## config.mk

```make
export PLATFORM = sky130hd
export DESIGN_NAME = sdram_arbiter_flat
export DESIGN_NICKNAME = d
export VERILOG_FILES = /design/src/rtl/sdram_arbiter_if.sv /design/src/rtl/sdram_arbiter.sv /design/src/flat_wrapper.sv
export SDC_FILE = /design/constraint.sdc
export NUM_CORES = 1
export LEC_CHECK = 0
export CAP_MARGIN = 20
export CORE_MARGIN = 1
export CORE_UTILIZATION = 23
export CTS_BUF_LIST = sky130_fd_sc_hd__clkbuf_16
export CTS_CLUSTER_SIZE = 14
export DETAILED_ROUTE_END_ITERATION = 10
export GPL_TIMING_DRIVEN = 0
export PLACE_DENSITY = 0.8
export REMOVE_ABC_BUFFERS = 1
export SLEW_MARGIN = 20
export SYNTH_ARGS = -nofsm -noshare
export SYNTH_HDL_FRONTEND = slang
export SYNTH_SLANG_ARGS = --single-unit
```

## constraint.sdc

```tcl
create_clock -name i_Clk -period 1.8 [get_ports i_Clk]
set_clock_uncertainty 0.05 [all_clocks]
set_input_delay 0.36 -clock i_Clk [delete_from_list [all_inputs] [get_ports i_Clk]]
set_output_delay 0.36 -clock i_Clk [all_outputs]
set_load 0.01 [all_outputs]
```

## src/rtl/sdram_arbiter_if.sv

```systemverilog
// Bundle of client A, client B and SDRAM controller signals seen by the arbiter.
interface sdram_arbiter_if #(
    parameter int ADDR_W = 22,
    parameter int DATA_W = 32
);
    logic              i_A_Request;
    logic [1:0]        i_A_Command;
    logic [ADDR_W-1:0] i_A_Address;
    logic [DATA_W-1:0] i_A_Data_Write;
    logic              o_A_Grant;
    logic              o_A_Data_Read_Valid;
    logic              o_A_Data_Write_Done;

    logic [1:0]        i_B_Command;
    logic [ADDR_W-1:0] i_B_Address;
    logic [DATA_W-1:0] i_B_Data_Write;
    logic              i_B_Yield;
    logic              o_B_Requested;
    logic              o_B_Data_Read_Valid;
    logic              o_B_Data_Write_Done;

    logic [1:0]        o_Command;
    logic [ADDR_W-1:0] o_Data_Address;
    logic [DATA_W-1:0] o_Data_Write;
    logic              i_Data_Read_Valid;
    logic              i_Data_Write_Done;
    logic              i_Ctrl_Busy;

    modport slave (
        input  i_A_Request, i_A_Command, i_A_Address, i_A_Data_Write,
        output o_A_Grant, o_A_Data_Read_Valid, o_A_Data_Write_Done,
        input  i_B_Command, i_B_Address, i_B_Data_Write, i_B_Yield,
        output o_B_Requested, o_B_Data_Read_Valid, o_B_Data_Write_Done,
        output o_Command, o_Data_Address, o_Data_Write,
        input  i_Data_Read_Valid, i_Data_Write_Done, i_Ctrl_Busy
    );

    modport master (
        output i_A_Request, i_A_Command, i_A_Address, i_A_Data_Write,
        input  o_A_Grant, o_A_Data_Read_Valid, o_A_Data_Write_Done,
        output i_B_Command, i_B_Address, i_B_Data_Write, i_B_Yield,
        input  o_B_Requested, o_B_Data_Read_Valid, o_B_Data_Write_Done,
        input  o_Command, o_Data_Address, o_Data_Write,
        output i_Data_Read_Valid, i_Data_Write_Done, i_Ctrl_Busy
    );
endinterface

```

## src/rtl/sdram_arbiter.sv

```systemverilog
// Two-client SDRAM port arbiter: LCD reader (A, priority) preempts the
// fractal engine (B, default owner) via a request/yield handshake.
module sdram_arbiter #(
    parameter int ADDR_W       = 22,
    parameter int DATA_W       = 32,
    parameter int B_MIN_CYCLES = 16
) (
    input  logic            i_Clk,
    input  logic            i_Reset,
    sdram_arbiter_if.slave  bus
);
    localparam logic [1:0] CMD_IDLE = 2'd0;

    localparam logic [1:0] OWN_B   = 2'd0;
    localparam logic [1:0] DRAIN_B = 2'd1;
    localparam logic [1:0] OWN_A   = 2'd2;
    localparam logic [1:0] RELEASE = 2'd3;

    localparam int GW = (B_MIN_CYCLES > 0) ? $clog2(B_MIN_CYCLES + 1) : 1;
    localparam logic [GW-1:0] GUARD_INIT = GW'(B_MIN_CYCLES);

    logic [1:0]    state_q, state_d;
    logic          owner_q, owner_d;
    logic [GW-1:0] guard_q, guard_d;
    logic          grant_q, grant_d;
    logic          req_q, req_d;

    always_comb begin
        state_d = state_q;
        owner_d = owner_q;
        guard_d = guard_q;
        grant_d = grant_q;
        req_d   = req_q;
        unique case (state_q)
            OWN_B: begin
                if (guard_q != '0) guard_d = guard_q - GW'(1);
                if (bus.i_A_Request && guard_q == '0) begin
                    state_d = DRAIN_B;
                    req_d   = 1'b1;
                end
            end
            DRAIN_B: begin
                // A withdrawing takes precedence over a simultaneous yield
                if (!bus.i_A_Request) begin
                    state_d = OWN_B;
                    req_d   = 1'b0;
                end else if (bus.i_B_Yield && !bus.i_Ctrl_Busy) begin
                    state_d = OWN_A;
                    grant_d = 1'b1;
                    owner_d = 1'b1;
                end
            end
            OWN_A: begin
                if (!bus.i_A_Request && !bus.i_Ctrl_Busy) begin
                    state_d = RELEASE;
                    grant_d = 1'b0;
                end
            end
            RELEASE: begin
                state_d = OWN_B;
                guard_d = GUARD_INIT;
                req_d   = 1'b0;
                owner_d = 1'b0;
            end
            default: state_d = OWN_B;
        endcase
    end

    always_ff @(posedge i_Clk) begin
        if (i_Reset) begin
            state_q <= OWN_B;
            owner_q <= 1'b0;
            guard_q <= '0;
            grant_q <= 1'b0;
            req_q   <= 1'b0;
        end else begin
            state_q <= state_d;
            owner_q <= owner_d;
            guard_q <= guard_d;
            grant_q <= grant_d;
            req_q   <= req_d;
        end
    end

    always_comb begin
        bus.o_Command      = bus.i_B_Command;
        bus.o_Data_Address = bus.i_B_Address;
        bus.o_Data_Write   = bus.i_B_Data_Write;
        if (owner_q) begin
            bus.o_Command      = bus.i_A_Command;
            bus.o_Data_Address = bus.i_A_Address;
            bus.o_Data_Write   = bus.i_A_Data_Write;
        end
        // One dead cycle on hand-back so A's last command never leaks into B's slot
        if (i_Reset || state_q == RELEASE) bus.o_Command = CMD_IDLE;
    end

    assign bus.o_A_Grant           = grant_q;
    assign bus.o_B_Requested       = req_q;
    assign bus.o_A_Data_Read_Valid = owner_q & bus.i_Data_Read_Valid;
    assign bus.o_A_Data_Write_Done = owner_q & bus.i_Data_Write_Done;
    assign bus.o_B_Data_Read_Valid = ~owner_q & bus.i_Data_Read_Valid;
    assign bus.o_B_Data_Write_Done = ~owner_q & bus.i_Data_Write_Done;
endmodule

```

## src/flat_wrapper.sv

```systemverilog
// flat-port wrapper written by rule: the top's interface ports become plain ports
module sdram_arbiter_flat 
#(
    parameter int ADDR_W       = 22,
    parameter int DATA_W       = 32,
    parameter int B_MIN_CYCLES = 16
)
  (i_Clk, i_Reset, bus_i_A_Request, bus_i_A_Command, bus_i_A_Address, bus_i_A_Data_Write, bus_o_A_Grant, bus_o_A_Data_Read_Valid, bus_o_A_Data_Write_Done, bus_i_B_Command, bus_i_B_Address, bus_i_B_Data_Write, bus_i_B_Yield, bus_o_B_Requested, bus_o_B_Data_Read_Valid, bus_o_B_Data_Write_Done, bus_o_Command, bus_o_Data_Address, bus_o_Data_Write, bus_i_Data_Read_Valid, bus_i_Data_Write_Done, bus_i_Ctrl_Busy);
  sdram_arbiter_if #(.ADDR_W(ADDR_W), .DATA_W(DATA_W)) bus_i ();
  input  logic i_Clk;
  input  logic i_Reset;
  input wire logic [$bits(bus_i.i_A_Request)-1:0] bus_i_A_Request;
  input wire logic [$bits(bus_i.i_A_Command)-1:0] bus_i_A_Command;
  input wire logic [$bits(bus_i.i_A_Address)-1:0] bus_i_A_Address;
  input wire logic [$bits(bus_i.i_A_Data_Write)-1:0] bus_i_A_Data_Write;
  output wire logic [$bits(bus_i.o_A_Grant)-1:0] bus_o_A_Grant;
  output wire logic [$bits(bus_i.o_A_Data_Read_Valid)-1:0] bus_o_A_Data_Read_Valid;
  output wire logic [$bits(bus_i.o_A_Data_Write_Done)-1:0] bus_o_A_Data_Write_Done;
  input wire logic [$bits(bus_i.i_B_Command)-1:0] bus_i_B_Command;
  input wire logic [$bits(bus_i.i_B_Address)-1:0] bus_i_B_Address;
  input wire logic [$bits(bus_i.i_B_Data_Write)-1:0] bus_i_B_Data_Write;
  input wire logic [$bits(bus_i.i_B_Yield)-1:0] bus_i_B_Yield;
  output wire logic [$bits(bus_i.o_B_Requested)-1:0] bus_o_B_Requested;
  output wire logic [$bits(bus_i.o_B_Data_Read_Valid)-1:0] bus_o_B_Data_Read_Valid;
  output wire logic [$bits(bus_i.o_B_Data_Write_Done)-1:0] bus_o_B_Data_Write_Done;
  output wire logic [$bits(bus_i.o_Command)-1:0] bus_o_Command;
  output wire logic [$bits(bus_i.o_Data_Address)-1:0] bus_o_Data_Address;
  output wire logic [$bits(bus_i.o_Data_Write)-1:0] bus_o_Data_Write;
  input wire logic [$bits(bus_i.i_Data_Read_Valid)-1:0] bus_i_Data_Read_Valid;
  input wire logic [$bits(bus_i.i_Data_Write_Done)-1:0] bus_i_Data_Write_Done;
  input wire logic [$bits(bus_i.i_Ctrl_Busy)-1:0] bus_i_Ctrl_Busy;
  assign bus_i.i_A_Request = bus_i_A_Request;
  assign bus_i.i_A_Command = bus_i_A_Command;
  assign bus_i.i_A_Address = bus_i_A_Address;
  assign bus_i.i_A_Data_Write = bus_i_A_Data_Write;
  assign bus_o_A_Grant = bus_i.o_A_Grant;
  assign bus_o_A_Data_Read_Valid = bus_i.o_A_Data_Read_Valid;
  assign bus_o_A_Data_Write_Done = bus_i.o_A_Data_Write_Done;
  assign bus_i.i_B_Command = bus_i_B_Command;
  assign bus_i.i_B_Address = bus_i_B_Address;
  assign bus_i.i_B_Data_Write = bus_i_B_Data_Write;
  assign bus_i.i_B_Yield = bus_i_B_Yield;
  assign bus_o_B_Requested = bus_i.o_B_Requested;
  assign bus_o_B_Data_Read_Valid = bus_i.o_B_Data_Read_Valid;
  assign bus_o_B_Data_Write_Done = bus_i.o_B_Data_Write_Done;
  assign bus_o_Command = bus_i.o_Command;
  assign bus_o_Data_Address = bus_i.o_Data_Address;
  assign bus_o_Data_Write = bus_i.o_Data_Write;
  assign bus_i.i_Data_Read_Valid = bus_i_Data_Read_Valid;
  assign bus_i.i_Data_Write_Done = bus_i_Data_Write_Done;
  assign bus_i.i_Ctrl_Busy = bus_i_Ctrl_Busy;
  sdram_arbiter #(.ADDR_W(ADDR_W), .DATA_W(DATA_W), .B_MIN_CYCLES(B_MIN_CYCLES)) u_core (.i_Clk(i_Clk), .i_Reset(i_Reset), .bus(bus_i));
endmodule
```

==> impl_metrics.env <==
export IMPL_multi_input_area_mm2=0.001032
export IMPL_firstDrtPassIters=4
export IMPL_finalCriticalPeriod_ns=1.836
export IMPL_synth_compound_area_share=0.1035
export IMPL_cts_hold_buf=0
export IMPL_grt_pass1_wl_um=9370
export IMPL_synth_top_family_by_area="multiplexers"
export IMPL_synthXorXnorAreaFrac=0
export IMPL_cts_tree="done"
export IMPL_netlist_instances=130
export IMPL_synth_cell_area_mm2=0.001209
export IMPL_grt_max_degree=16
export IMPL_final_area_mm2=0.003379
export IMPL_clock_latency_ns=0.24
export IMPL_antenna_cells=0
export IMPL_post_drt_wl_per_cell_um=18.94
export IMPL_drive_gt1_frac=0.4043
export IMPL_ant_nets=0
export IMPL_port_buffers=180
export IMPL_die_w_um=74.49
export IMPL_maxSlewHeadroom=0.7407
export IMPL_synthAdderAreaFrac=0.01035
export IMPL_power_density_mw_per_mm2=510.1
export IMPL_fin_crit_sh=1.020
export IMPL_status="finished with violations"
export IMPL_via_per_inst=4.675
export IMPL_endpoint_kind="output pin"
export IMPL_cpMaxStageDelayCell="dfxtp_4"
export IMPL_fp_coreArea_mm2=0.005075
export IMPL_synthMuxAreaShare=0.5197
export IMPL_die_height_um=74.49
export IMPL_cp_start_kind="register"
export IMPL_fin_util=0.6659
export IMPL_synth_avg_cell_area_um2=9.297
export IMPL_rsz0062_at_grt="true"
export IMPL_critPathMaxFanout=8
export IMPL_grt_overflow_total=0
export IMPL_crit_required_ns=1.39
export IMPL_failed_checks="negative setup slack"
export IMPL_fmax_mhz=544.6
export IMPL_dp_hpwl_um=5157
export IMPL_rows=26
export IMPL_worstMarginPinSlew_ns=0.3890
export IMPL_gp_routability_congestion=0.7995
export IMPL_max_vdd_ir_drop_mv=0.6369
export IMPL_vias=1842
export IMPL_post_route_drc_count=0
export IMPL_holdCritPathClass="reg -> reg"
export IMPL_synth_simple_gate_area_frac=0.1460
export IMPL_ys_seq_area_frac=0.1656
export IMPL_htreeDepth=1
export IMPL_grt_util_all_layers=0.2314
export IMPL_synth_cell_types=28
export IMPL_ys_warnings_count=0
export IMPL_critical_path_arrival_ns=1.43
export IMPL_path_cells="buf_12 > buf_12 > buf_6 > mux2_4 > buf_6"
export IMPL_dpl_cell_area_mm2=0.003054
export IMPL_syn2layout_area_growth_pct=179.6
export IMPL_fin_nets=445
export IMPL_path_clk_slew_ns=0.04
export IMPL_regArea_um2=205.2
export IMPL_clock_sink_count=10
export IMPL_slowest_delay_ns=0.37
export IMPL_start_util=0.2382
export IMPL_hold_viol=0
export IMPL_setup_slack_ns=-0.03610
export IMPL_numCtsBuffers=3
export IMPL_ios=181
export IMPL_finalSetupViolCount=5
export IMPL_ys_ff_latch=10
export IMPL_drtIter0Drc=32
export IMPL_antenna_found_initial=0
export IMPL_die_area_mm2=0.005549
export IMPL_cts_buffer_depth=2
export IMPL_power_leakage_nw=1.419
export IMPL_wl_um=7462
export IMPL_cts_root_buf="clkbuf_16"
export IMPL_fillCellCount=428
export IMPL_drv_cap=0
export IMPL_grt_pass1_vias=1683
export IMPL_setup_worst_path_class="reg -> out"
export IMPL_drv_slew=0
[worst max-delay path, delay by kind of cell (launching register included)]
kind	cells	cell delay (ns)
buffers and inverters	4	0.51
DFF	1	0.37
muxes	1	0.30
[metrics by stage]
stage	power, W	TNS, ns	setup WS (ns)	hold WS (ns)	std cells
6_report	0.001724	-0.1045	-0.03610	0.4439	394
3_5_place_dp	0.001268	-21.34	-0.4889	0.4292	370
5_1_grt	0.001825	-0.3091	-0.06118	0.4461	394
2_1_floorplan	0.0007431	-37.86	-0.6439	0.3791	120
4_1_cts	0.001670	-0.2996	-0.1208	0.4411	393
3_3_place_gp	0.001252	-98.64	-1.733	0.4171	370
[layout by cell type, fill, tap and decap left out, types with 3 or more instances in the layout]
master,synthesis,final
nor3_1,3,3
clkbuf_16,0,4
mux2_4,0,24
buf_6,0,31
mux2_2,54,30
nor2_1,6,6
buf_2,8,27
dlygate4sd2_1,0,6
dfxtp_1,10,8
clkdlybuf4s15_1,0,4
a21oi_1,5,5
nand3_1,3,3
a31oi_1,3,3
inv_1,5,5
clkdlybuf4s50_1,0,119
nor2b_1,6,6
o21ai_0,5,5
buf_4,0,5
buf_12,0,5
[kinds of logic (layout without fill, tap and decap cells)]
group                      after synthesis  after routing
adders and majority gates                1              1
buffers and inverters                   15            209
AOI/OAI and AO/OA                       20             20
DFF                                     10             10
muxes                                   56             56
and+or+nand+nor                         28             28
[synthesized netlist by cell type]
master | instances | area share
mux2_2 | 54 | 0.50
dfxtp_1 | 10 | 0.17
buf_2 | 8 | 0.033
nor2_1 | 6 | 0.019
nor2b_1 | 6 | 0.031
a21oi_1 | 5 | 0.021
inv_1 | 5 | 0.016
o21ai_0 | 5 | 0.021
a31oi_1 | 3 | 0.016
nand3_1 | 3 | 0.012
nor3_1 | 3 | 0.012
and2_1 | 2 | 0.010
clkbuf_1 | 2 | 0.0062
mux2i_1 | 2 | 0.017
nand2b_1 | 2 | 0.010
or4_1 | 2 | 0.012
a211oi_1 | 1 | 0.0062
a21o_1 | 1 | 0.0062
a32oi_1 | 1 | 0.0072
and4b_1 | 1 | 0.0083
ha_1 | 1 | 0.010
nand2_1 | 1 | 0.0031
nor4b_1 | 1 | 0.0072
nor4b_4 | 1 | 0.020
o211ai_1 | 1 | 0.0062
o22ai_1 | 1 | 0.0052
o311a_1 | 1 | 0.0083
o41ai_1 | 1 | 0.0072
[state kept, by name, summed over array words and instances, names as in the netlist, named ones only]
signal	flops
u_core.owner_q	1
u_core.bus.o_B_Requested	1
u_core.bus.o_A_Grant	1
u_core.guard_q	5
u_core.state_q	1
[cell type report]
cell class	instances	share of cell area
clock inverter	1	0.001111
multi-input combinational	105	0.3054
tap	70	0.02592
sequential	10	0.06072
timing repair buffer	200	0.5790
inverter	5	0.005554
clock buffer	3	0.02221
[worst paths after layout]
path,startpoint,end,slack [ns],cells after the start
hold / removal,u_core.bus.o_B_Requested,u_core.bus.o_B_Requested,0.44,2
hold reg to reg,u_core.bus.o_B_Requested,u_core.bus.o_B_Requested,0.44,2
setup reg to reg,u_core.guard_q[0],u_core.guard_q[0],0.29,5
setup / recovery,u_core.owner_q,bus_o_Data_Write[23],-0.04,5
[routing by layer]
layer  global-route usage  part of all wire
met1               0.2512              0.38
met2               0.4224              0.50
met3              0.07453             0.096
met4              0.07547             0.026
met5                    0                 0
[power by group]
part / leakage [nW] / switching (W) / internal (W)
combinational: 1.30 / 0.000342 / 0.000632
sequential: 0.0830 / 0.0000808 / 0.000274
clock: 0.0385 / 0.000104 / 0.000291
[what timing repair did]
item	4_1_cts	5_1_grt
cloned	2	1
endpoints found under the setup margin	60	41
setup buffers	17	2
resized for setup	240	45
Power figures use the tool's default switching activity.
